==> src/rtl/frame_sequencer.sv <==
// Frame sequencer: streams voxels to the rasterizer array, steps palette ids through the
// shaders, then reads every shader pixel back and writes it to the frame buffer.
module frame_sequencer #(
    parameter int COORD_BITS   = 8,
    parameter int PALETTE_BITS = 8,
    parameter int PIXEL_BITS   = 8,
    parameter int VADDR_BITS   = 10,
    parameter int ROWS         = 4,
    parameter int COLS         = 4,
    parameter int ROW_BITS     = 8,
    parameter int COL_BITS     = 8
) (
    input  logic                                 clock,
    input  logic                                 reset,
    input  logic                                 start,
    input  logic [VADDR_BITS-1:0]                voxel_count,
    output logic [VADDR_BITS-1:0]                vox_addr,
    input  logic [3*COORD_BITS+PALETTE_BITS-1:0] vox_rdata,
    output logic [PALETTE_BITS-1:0]              pal_addr,
    input  logic [PIXEL_BITS-1:0]                pal_rdata,
    output logic                                 do_rasterize,
    output logic                                 do_shade,
    output logic [COORD_BITS-1:0]                voxel_x,
    output logic [COORD_BITS-1:0]                voxel_y,
    output logic [COORD_BITS-1:0]                voxel_z,
    output logic [PALETTE_BITS-1:0]              voxel_id,
    output logic [PIXEL_BITS-1:0]                palette_entry,
    input  logic                                 rasterizing_done,
    input  logic                                 shading_done,
    output logic [ROW_BITS-1:0]                  row,
    output logic [COL_BITS-1:0]                  col,
    input  logic [PIXEL_BITS-1:0]                pixel,
    output logic                                 fb_we,
    output logic [ROW_BITS+COL_BITS-1:0]         fb_addr,
    output logic [PIXEL_BITS-1:0]                fb_data,
    input  logic                                 fb_ready,
    output logic                                 busy,
    output logic                                 done
);

    localparam int VOX_BITS = 3*COORD_BITS + PALETTE_BITS;

    typedef enum logic [2:0] {
        IDLE,
        PREFETCH,
        RASTER,
        SHADE,
        READOUT,
        READ_WAIT,
        WRITE,
        FINISH
    } state_t;

    state_t                  state_reg;
    logic [VADDR_BITS-1:0]   vox_index_reg;
    logic [VADDR_BITS-1:0]   count_reg;
    logic                    phase_reg;
    logic                    shade_setup_reg;

    // Unpacked {x,y,z} fields of the voxel word, x in the most significant slice.
    logic [COORD_BITS-1:0]   coord [3];
    logic [PALETTE_BITS-1:0] rd_id;

    for (genvar gi = 0; gi < 3; gi++) begin : g_coord
        assign coord[gi] = vox_rdata[VOX_BITS-1-gi*COORD_BITS -: COORD_BITS];
    end
    assign rd_id = vox_rdata[PALETTE_BITS-1:0];

    always_ff @(posedge clock or posedge reset) begin
        if (reset) begin
            state_reg       <= IDLE;
            vox_index_reg   <= '0;
            count_reg       <= '0;
            phase_reg       <= 1'b0;
            shade_setup_reg <= 1'b0;
            vox_addr        <= '0;
            pal_addr        <= '0;
            do_rasterize    <= 1'b0;
            do_shade        <= 1'b0;
            voxel_x         <= '0;
            voxel_y         <= '0;
            voxel_z         <= '0;
            voxel_id        <= '0;
            palette_entry   <= '0;
            row             <= '0;
            col             <= '0;
            fb_we           <= 1'b0;
            fb_addr         <= '0;
            fb_data         <= '0;
            busy            <= 1'b0;
            done            <= 1'b0;
        end else begin
            case (state_reg)
                IDLE: begin
                    if (start) begin
                        state_reg     <= PREFETCH;
                        busy          <= 1'b1;
                        vox_addr      <= '0;
                        vox_index_reg <= '0;
                        count_reg     <= voxel_count;
                        phase_reg     <= 1'b0;
                    end
                end

                PREFETCH: begin
                    if (!phase_reg) begin
                        if (count_reg == '0) begin
                            // Nothing to rasterize: go straight to palette setup.
                            state_reg       <= SHADE;
                            shade_setup_reg <= 1'b1;
                            pal_addr        <= '0;
                        end else begin
                            vox_addr  <= VADDR_BITS'(1);
                            phase_reg <= 1'b1;
                        end
                    end else begin
                        voxel_x      <= coord[0];
                        voxel_y      <= coord[1];
                        voxel_z      <= coord[2];
                        voxel_id     <= rd_id;
                        do_rasterize <= 1'b1;
                        phase_reg    <= 1'b0;
                        state_reg    <= RASTER;
                    end
                end

                RASTER: begin
                    if (rasterizing_done) begin
                        if (vox_index_reg == count_reg - VADDR_BITS'(1)) begin
                            do_rasterize    <= 1'b0;
                            state_reg       <= SHADE;
                            shade_setup_reg <= 1'b1;
                            phase_reg       <= 1'b0;
                            pal_addr        <= '0;
                        end else begin
                            // vox_rdata already holds voxel i+1; start fetching i+2.
                            voxel_x       <= coord[0];
                            voxel_y       <= coord[1];
                            voxel_z       <= coord[2];
                            voxel_id      <= rd_id;
                            vox_index_reg <= vox_index_reg + VADDR_BITS'(1);
                            vox_addr      <= vox_index_reg + VADDR_BITS'(2);
                        end
                    end
                end

                SHADE: begin
                    if (shade_setup_reg) begin
                        if (!phase_reg) begin
                            pal_addr  <= PALETTE_BITS'(1);
                            phase_reg <= 1'b1;
                        end else begin
                            palette_entry   <= pal_rdata;
                            voxel_id        <= '0;
                            do_shade        <= 1'b1;
                            shade_setup_reg <= 1'b0;
                            phase_reg       <= 1'b0;
                        end
                    end else if (shading_done) begin
                        // Stop on the last id instead of letting the counter wrap.
                        if (voxel_id == '1) begin
                            do_shade  <= 1'b0;
                            pal_addr  <= '0;
                            row       <= '0;
                            col       <= '0;
                            state_reg <= READOUT;
                        end else begin
                            voxel_id      <= voxel_id + PALETTE_BITS'(1);
                            palette_entry <= pal_rdata;
                            pal_addr      <= voxel_id + PALETTE_BITS'(2);
                        end
                    end
                end

                READOUT: begin
                    state_reg <= READ_WAIT;
                end

                READ_WAIT: begin
                    fb_we     <= 1'b1;
                    fb_addr   <= {row, col};
                    fb_data   <= pixel;
                    state_reg <= WRITE;
                end

                WRITE: begin
                    if (fb_ready) begin
                        fb_we   <= 1'b0;
                        fb_addr <= '0;
                        fb_data <= '0;
                        if (col == COL_BITS'(COLS-1)) begin
                            col <= '0;
                            if (row == ROW_BITS'(ROWS-1)) begin
                                row       <= '0;
                                done      <= 1'b1;
                                state_reg <= FINISH;
                            end else begin
                                row       <= row + ROW_BITS'(1);
                                state_reg <= READOUT;
                            end
                        end else begin
                            col       <= col + COL_BITS'(1);
                            state_reg <= READOUT;
                        end
                    end
                end

                FINISH: begin
                    done      <= 1'b0;
                    busy      <= 1'b0;
                    state_reg <= IDLE;
                end

                default: begin
                    state_reg <= IDLE;
                end
            endcase
        end
    end

endmodule

==> config.mk <==
export PLATFORM = sky130hd
export DESIGN_NAME = frame_sequencer
export DESIGN_NICKNAME = d
export VERILOG_FILES = /design/src/rtl/frame_sequencer.sv
export SDC_FILE = /design/constraint.sdc
export NUM_CORES = 1
export LEC_CHECK = 0
export ABC_AREA = 1
export CORE_MARGIN = 2
export CORE_UTILIZATION = 50
export CTS_CLUSTER_DIAMETER = 150
export DETAILED_ROUTE_END_ITERATION = 10
export PLACE_DENSITY_LB_ADDON = 0.2
export SYNTH_ARGS = -nofsm -noshare
export SYNTH_HDL_FRONTEND = slang
export SYNTH_SLANG_ARGS = --single-unit
==> constraint.sdc <==
create_clock -name clock -period 4.91 [get_ports clock]
set_input_delay 0.491 -clock clock [delete_from_list [all_inputs] [get_ports clock]]
set_output_delay 0.491 -clock clock [all_outputs]
set_load 0.01 [all_outputs]
==> tab_implementation.tex, run 1 <==
\begin{tabular}{lr}
\hline
Metric & Value \\
\hline
\multicolumn{2}{l}{\textbf{Outcome}} \\
Run status & finished clean \\
\multicolumn{2}{l}{\textbf{Routing}} \\
Number of iterations in the first detailed-routing pass & 5 \\
Detailed Route WL & between 15 and 20 mm \\
Number of design-rule violations left by the first detailed-router iteration & about 430 \\
Via Count & 6213 \\
DRC violation count after routing & 0 \\
Mean number of vias per cell & roughly 5.2 \\
Post-detailed-route count of antenna-violating nets & 0 \\
Routed len/inst & around 14 um \\
\multicolumn{2}{l}{\textbf{Clocking}} \\
Post\_cts resized & 0 \\
Maximum buffer depth of the clock tree & 2 \\
Number of buffers added for setup after CTS & 0 \\
Sinks on Clock Net & approximately 130 \\
Number of buffers added by the clock tree synthesis step & 17 \\
H-tree levels & 4 \\
Post-CTS Hold Buffers & 0 \\
Clk slew on worst S/H paths & approximately 0.060 ns \\
Clock network latency to the later pin of the worst-skew pair & around 0.42 ns \\
Root buffer selected by CTS & clkbuf\_16 \\
CTS tree & yes \\
\multicolumn{2}{l}{\textbf{Synthesis}} \\
Synth warnings & 0 \\
Share of flip-flops with an asynchronous set or reset after synthesis & 1.00 \\
Synth area leader & dfrtp\_1 \\
Post-synthesis average cell area & roughly 8.0 um\^{}2 \\
Number of different library cells in the post-synthesis netlist & 45 \\
Synthesized Nets & $\sim$920 \\
Area of the mapped netlist & 6720 um\^{}2 \\
Dominant cell by count in the synthesized netlist & nand2\_1 \\
Synthesized instance count & 843 \\
Post-synth top cells & nand2\_1 (221), dfrtp\_1 (128), inv\_1 (88) \\
Synth Register Bits & approximately 130 \\
Largest cells by area after synthesis & dfrtp\_1 (48\%), nand2\_1 (12\%), nand3\_1 (5.7\%) \\
Seq/Total Area, Yosys & 0.476 \\
Predominant post-synthesis flop cell & dfrtp\_1 \\
Share of the synthesized area in the top cell type & 0.476 \\
Count of flip-flops with a built-in enable after synthesis & 0 \\
\multicolumn{2}{l}{\textbf{GRT}} \\
GRT Residual Overflow & 0 \\
Largest net degree at the start of global routing & 77 \\
Global-route wire length before repair & 27.5 mm \\
GRT Overall Usage & 0.237 \\
Number of antenna violations at the first check in global routing & 0 \\
Number of global-route vias before repair & 5842 \\
\multicolumn{2}{l}{\textbf{Place}} \\
Placed insts & $\sim$1200 \\
Worst Setup Slack post-DPL & roughly 2.3 ns \\
HPWL reported at the end of detailed placement & 12.1 mm \\
Count of input and output buffers & 166 \\
Global placer's final weighted congestion & between 0.8 and 0.9 \\
\multicolumn{2}{l}{\textbf{Critical path}} \\
Reg-to-reg slack, setup & between 2 and 2.5 ns \\
Crit path capture type & flop \\
Capture instance of the worst register-to-register path & vox\_index\_reg[7] \\
Arrival time at the worst endpoint & between 2 and 3 ns \\
Required time at the endpoint of the critical path & 5.18 ns \\
WS Path Type & flop to flop \\
Launching point of the worst reg2reg path & count\_reg[0] \\
R2R cell count & 13 \\
Peak fanout along the critical path & 20 \\
Capturing element of the worst setup path & vox\_index\_reg[7] \\
Startpoint kind of the worst setup timing path & flop \\
Crit. Startpoint & count\_reg[0] \\
\multicolumn{2}{l}{\textbf{Worst hold path}} \\
Worst min-delay path class & flop to flop \\
\multicolumn{2}{l}{\textbf{Layout}} \\
Antenna diode instance count & 0 \\
Flip-flop count of the largest register after layout & 16 \\
Number of non-filler instances in the completed layout & around 1200 \\
Proportion of layout cells with a drive suffix above 1 & 0.0811 \\
Largest Register & fb\_addr \\
Util after Layout & 0.686 \\
Net count of the finished layout & between 1000 and 1500 \\
Signed area change from the synthesized netlist to the final layout & 34.5\% \\
\multicolumn{2}{l}{\textbf{Timing}} \\
Minimum setup slack in the final design & 2.27 ns \\
Minimum clock period after layout & $\sim$2.6 ns \\
Actual slew at the worst max-slew pin & between 1 and 1.5 ns \\
Highest clock rate & approximately 0.38 GHz \\
Endpoints failing hold & 0 \\
Post-route setup TNS & 0 ns \\
Max Clock Skew & 0.00895 ns \\
Setup Viol. Count Final & 0 \\
Post-route clock period utilization & 0.539 \\
Final number of max-transition violations & 0 \\
RSZ-0062 raised after global routing & false \\
Max\_slew headroom & 0.241 \\
Hold Worst Slack & $\sim$0.47 ns \\
\multicolumn{2}{l}{\textbf{Floorplanning}} \\
Total core area & about 13000 um\^{}2 \\
Area of the die & roughly 14000 um\^{}2 \\
Effective utilization at floorplan & 0.510 \\
Horizontal die dimension & between 100 and 150 um \\
I/O pin count & $\sim$170 \\
Vertical die dimension & between 100 and 150 um \\
Row Count & 42 \\
\multicolumn{2}{l}{\textbf{Power}} \\
P per Cell Area & just under 600 nW/um\^{}2 \\
Static power due to leakage & between 4 and 5 nW \\
Peak supply drop & approximately 0.33 mV \\
\multicolumn{2}{l}{\textbf{Flow run}} \\
Total of max-cap violations & 0 \\
\hline
\end{tabular}
## worst min-delay path by stage
stage,end,slack (ns),cells after the start,start
finish,vox_addr[7],0.47,2,vox_addr[7]
global placement,voxel_x[6],0.45,2,voxel_x[6]
floorplan,phase_reg,0.50,2,phase_reg
detailed placement,voxel_z[7],0.46,2,voxel_z[7]
global route,voxel_y[1],0.49,2,voxel_y[1]
CTS,voxel_z[7],0.47,2,voxel_z[7]
## final cells by class
class | instances | area, um^2
clock buffers | 24 | 502
clock inverters | 6 | 80.1
fillers | 1098 | 4150
inverters | 97 | 367
multi-input cells | 586 | 2980
flip-flops and latches | 128 | 3200
well taps | 176 | 220
repair buffers | 170 | 1690
## stage by stage
step	area (um^2)	power, mW
final	9040	5.38
after global routing	9040	5.76
after CTS	9040	5.41
after detailed placement	8460	4.15
after global placement	8460	4.10
after floorplan	6720	3.16
## placed cells by master, fill, tap and decap left out, types with 2 or more instances in the layout
cell type | netlist | final
nor3_1 | 10 | 10
buf_4 | 4 | 4
nand3_2 | 4 | 4
nor2_1 | 68 | 68
clkdlybuf4s50_1 | 0 | 166
nor2_2 | 9 | 9
or2_2 | 2 | 2
clkbuf_1 | 12 | 2
nor2_4 | 2 | 2
nor4_1 | 3 | 3
nand2_1 | 221 | 221
inv_1 | 88 | 87
mux2_2 | 9 | 9
clkbuf_8 | 0 | 5
o21ai_0 | 35 | 35
nor3_2 | 2 | 2
xor2_1 | 11 | 11
clkinv_2 | 0 | 4
nand3b_1 | 2 | 2
o22ai_1 | 20 | 20
inv_2 | 9 | 9
bufinv_16 | 0 | 2
a21oi_1 | 29 | 29
dfrtp_1 | 128 | 128
ha_1 | 8 | 8
clkbuf_16 | 0 | 17
nand3_1 | 76 | 76
nand4_1 | 32 | 32
nand2_2 | 6 | 6
o21ai_1 | 12 | 11
xnor2_1 | 7 | 7
a22oi_1 | 3 | 3
## power breakdown
| group | switching (mW) | internal [mW] | leakage [nW] |
|---|---|---|---|
| clock | 0.436 | 0.805 | 0.292 |
| combinational | 1.29 | 1.09 | 2.46 |
| sequential | 0.320 | 1.45 | 1.56 |
| total | 2.04 | 3.34 | 4.31 |
## layer usage
layer	vias to the layer above	global-route usage	wire, um
met3	18	0.0675	1070
met2	207	0.367	7770
li1	3079	-	-
met5	-	0	0
met4	0	0.0772	240
met1	2909	0.322	7490
## critical path, cell delays in order, from the launching register on
cell	delay (ns)
dfrtp_1	0.40
inv_1	0.16
ha_1	0.21
inv_1	0.05
nand2_1	0.07
nand2_1	0.05
nand2_1	0.05
nand3_1	0.06
nor2_1	0.10
nand2_1	0.11
nor2_1	0.11
nand4_1	0.37
nand2_1	0.60
o21ai_0	0.16
## cell families after synthesis
family          share of synthesized area
compound gates                     0.0923
xor+xnor                           0.0235
fa+ha+maj                          0.0149
buf+inv                            0.0806
flops                               0.476
mux                                0.0151
simple gates                        0.297
Note: power is estimated with default switching activity, not from simulation.
==> run 2, diff against run 1 <==
CORE_UTILIZATION = 45   (was 50)
clock period = 2.35 ns   (was 4.91 ns; I/O delays follow)
==> run 2 against run 1 <==
Against the previous run: via count is 1.6% higher; sequential share of layout area is 1.2 points lower; hold slack worse by 0.22 ns; count of clock-buffer cells in the layout is 2 lower; cell count is 3.2% higher; setup slack worse by 2.1 ns; register-to-register slack worse by 2.1 ns; flip-flop and latch count stayed put; maximum frequency is 23% higher; global-route usage is 0.95 points lower; combinational power is 130% higher; critical endpoint is now vox_addr[0]; largest cell class unchanged.
==> tab_implementation.tex, run 2 (synthesis gave the netlist of run 1 again) <==
\begin{tabular}{lr}
\hline
Metric & Value \\
\hline
\multicolumn{2}{l}{\textbf{Clocking}} \\
Root buffer selected by CTS & clkbuf\_16 \\
H-tree levels & 4 (unchanged) \\
Post-CTS Hold Buffers & 0 (unchanged) \\
Clk slew on worst S/H paths & 0.06 ns (about the same) \\
Maximum buffer depth of the clock tree & 2 (unchanged) \\
Sinks on Clock Net & 128 (unchanged) \\
Number of buffers added by the clock tree synthesis step & 17 (unchanged) \\
CTS tree & yes \\
Clock network latency to the later pin of the worst-skew pair & 0.42 ns (about the same) \\
\multicolumn{2}{l}{\textbf{Place}} \\
Count of input and output buffers & 166 (unchanged) \\
Cell area after placement & 8710 um\^{}2 (+2.9\%) \\
HPWL reported at the end of detailed placement & 12.8 mm (+6.2\%) \\
Global placer's final weighted congestion & 0.865 (-0.41\%) \\
Placed insts & 1190 (+2.9\%) \\
\multicolumn{2}{l}{\textbf{Layout}} \\
Signed area change from the synthesized netlist to the final layout & 39.1\% \\
Post-Layout Inst Area & 9350 um\^{}2 (+3.4\%) \\
Number of non-filler instances in the completed layout & 1225 (+3.2\%) \\
FF+latch area & 3200 um\^{}2 (unchanged) \\
Final-layout fill cell count & 1275 (+16\%) \\
Flip-flop count of the largest register after layout & 16 (unchanged) \\
Most common cell after layout, fill and taps aside & nand2\_1 \\
Largest Register & fb\_addr \\
Net count of the finished layout & 1100 (+2.6\%) \\
Multi-input gate area in the final layout & 3000 um\^{}2 (+0.59\%) \\
Proportion of layout cells with a drive suffix above 1 & 0.109 (+0.0274) \\
Antenna diode instance count & 0 (unchanged) \\
Most used cells in the layout excluding fill and tap cells & nand2\_1 (220), clkdlybuf4s50\_1 (166), dfrtp\_1 (128) \\
\multicolumn{2}{l}{\textbf{Critical path}} \\
Capturing element of the worst setup path & vox\_addr[0] \\
Ordered list of cells on the worst path & inv\_1 > ha\_2 > xor2\_1 > nand3\_1 > nor2\_1 > nand2\_1 > nor2\_1 > nand4\_1 > nand3\_1 > nand2\_1 > nand2\_1 \\
Launching point of the worst reg2reg path & count\_reg[1] \\
Peak fanout along the critical path & 10 (-50\%) \\
Crit path capture type & flop \\
Crit. Startpoint & count\_reg[1] \\
Slowest cell on the critical path & dfrtp\_1 \\
Cell type with the highest occurrence count on the critical path & nand2\_1 \\
Required time at the endpoint of the critical path & 2.71 ns (-2.47 ns) \\
Reg-to-reg slack, setup & 0.21 ns (-2.06 ns) \\
Startpoint kind of the worst setup timing path & flop \\
R2R cell count & 11 (-2) \\
Critical path's largest stage delay & 0.39 ns (-0.21 ns) \\
Arrival time at the worst endpoint & 2.50 ns (-0.42 ns) \\
Capture instance of the worst register-to-register path & vox\_addr[0] \\
WS Path Type & flop to flop \\
\multicolumn{2}{l}{\textbf{Timing}} \\
Max\_slew headroom & 0.571 (+0.330) \\
Highest clock rate & 0.466 GHz (+23\%) \\
Endpoints failing hold & 0 (unchanged) \\
Minimum clock period after layout & 2.14 ns (-0.500 ns) \\
Post-route clock period utilization & 0.912 (+0.374) \\
RSZ-0062 raised after global routing & true \\
Final number of max-transition violations & 0 (unchanged) \\
Setup Viol. Count Final & 0 (unchanged) \\
Max Clock Skew & 0.00513 ns (-0.00382 ns) \\
Post-route setup TNS & 0 ns (unchanged) \\
Hold Worst Slack & 0.246 ns (-0.221 ns) \\
Actual slew at the worst max-slew pin & 0.642 ns (-0.496 ns) \\
\multicolumn{2}{l}{\textbf{Routing}} \\
DRC violation count after routing & 0 (unchanged) \\
Via Count & 6310 (+1.6\%) \\
Mean number of vias per cell & 5.15 (-1.6\%) \\
Number of design-rule violations left by the first detailed-router iteration & 399 (-8.1\%) \\
Detailed Route WL & 17.7 mm (+6.9\%) \\
Post-detailed-route count of antenna-violating nets & 0 (unchanged) \\
Number of iterations in the first detailed-routing pass & 5 (unchanged) \\
Routed len/inst & 14.5 um (+3.6\%) \\
\multicolumn{2}{l}{\textbf{Power}} \\
P per Cell Area & 1250 nW/um\^{}2 (+110\%) \\
Static power due to leakage & 4.46 nW (+3.4\%) \\
Peak supply drop & 0.684 mV (+100\%) \\
Overall Power & 11.7 mW (+120\%) \\
\multicolumn{2}{l}{\textbf{GRT}} \\
Global-route wire length before repair & 29.5 mm (+7.4\%) \\
Largest net degree at the start of global routing & 38 (-51\%) \\
GRT Overall Usage & 0.227 (-0.00947) \\
GRT Residual Overflow & 0 (unchanged) \\
Number of global-route vias before repair & 6071 (+3.9\%) \\
Number of antenna violations at the first check in global routing & 0 (unchanged) \\
\multicolumn{2}{l}{\textbf{Floorplanning}} \\
I/O pin count & 167 (unchanged) \\
Vertical die dimension & 126 um (+5.2\%) \\
Effective utilization at floorplan & 0.461 (-0.0489) \\
Total core area & 14600 um\^{}2 (+11\%) \\
Row Count & 44 (+4.8\%) \\
Area of the die & 15900 um\^{}2 (+11\%) \\
Horizontal die dimension & 126 um (+5.2\%) \\
\multicolumn{2}{l}{\textbf{Worst hold path}} \\
Worst min-delay path class & primary input to asynchronous set/reset pin \\
\multicolumn{2}{l}{\textbf{Outcome}} \\
Run status & finished clean \\
\multicolumn{2}{l}{\textbf{Flow run}} \\
Total of max-cap violations & 0 (unchanged) \\
\hline
\end{tabular}
==> run 2: changes by cell type in the layout (fill, tap and decap cells not counted), moves of 3 or more <==
| cell | before | now |
|---|---|---|
| buf_12 | 0 | 4 |
| buf_4 | 4 | 28 |
| clkbuf_8 | 5 | 2 |
| clkinvlp_4 | 0 | 3 |
==> run 2: worst min path at each step <==
stage / start / to / slack, ns / cells after the start
final: reset / fb_data[0] / 0.25 / 2
after global placement: voxel_y[7] / voxel_y[7] / 0.45 / 2
after floorplan: vox_rdata[24] / voxel_x[0] / 0.38 / 2
after global routing: reset / fb_data[0] / 0.29 / 2
after detailed placement: voxel_z[6] / voxel_z[6] / 0.46 / 2
after CTS: reset / fb_data[0] / 0.26 / 2
==> run 2: critical path: cells and delay by family, from the launching register on <==
| family | cells | cell delay [ns] |
|---|---|---|
| fa+ha+maj | 1 | 0.29 |
| xor+xnor | 1 | 0.12 |
| simple gates | 8 | 1.15 |
| buf+inv | 1 | 0.12 |
| flops | 1 | 0.39 |
==> run 2: where the power goes <==
| group | total, mW | switching, mW | internal, mW | leakage, nW |
|---|---|---|---|---|
| Sequential | 3.65 | 0.619 | 3.03 | 1.56 |
| Combinational | 5.35 | 2.85 | 2.49 | 2.61 |
| Clock | 2.70 | 0.978 | 1.72 | 0.290 |
| Total | 11.7 | 4.45 | 7.24 | 4.46 |
==> run 2: routing by layer <==
| layer | wire [um] | track usage | vias up | part of all wire |
|---|---|---|---|---|
| met3 | 1170 | 0.0680 | 23 | 0.066 |
| met4 | 280 | 0.0705 | 0 | 0.016 |
| met5 | 0 | 0 | - | 0 |
| li1 | - | - | 3147 | - |
| met1 | 7900 | 0.300 | 2940 | 0.45 |
| met2 | 8360 | 0.364 | 200 | 0.47 |
==> run 2: metrics by stage <==
stage / util / setup slack (ns)
finish: 0.641 / 0.206
global route: 0.641 / -0.00971
CTS: 0.638 / 0.144
detailed placement: 0.597 / 0.161
global placement: 0.597 / 0.269
floorplan: - / 0.459
==> run 2: final cells by class <==
| class | count | share of cell area |
|---|---|---|
| multi-input combinational | 586 | 0.321 |
| clock inverter | 10 | 0.0143 |
| tap | 184 | 0.0246 |
| timing repair buffer | 198 | 0.209 |
| sequential | 128 | 0.343 |
| clock buffer | 22 | 0.0496 |
| inverter | 97 | 0.0393 |
==> run 2: what timing repair did <==
item                                    4_1_cts  5_1_grt
resized for setup                             0        4
endpoints found under the setup margin        0       27
buffers inserted                              0        3
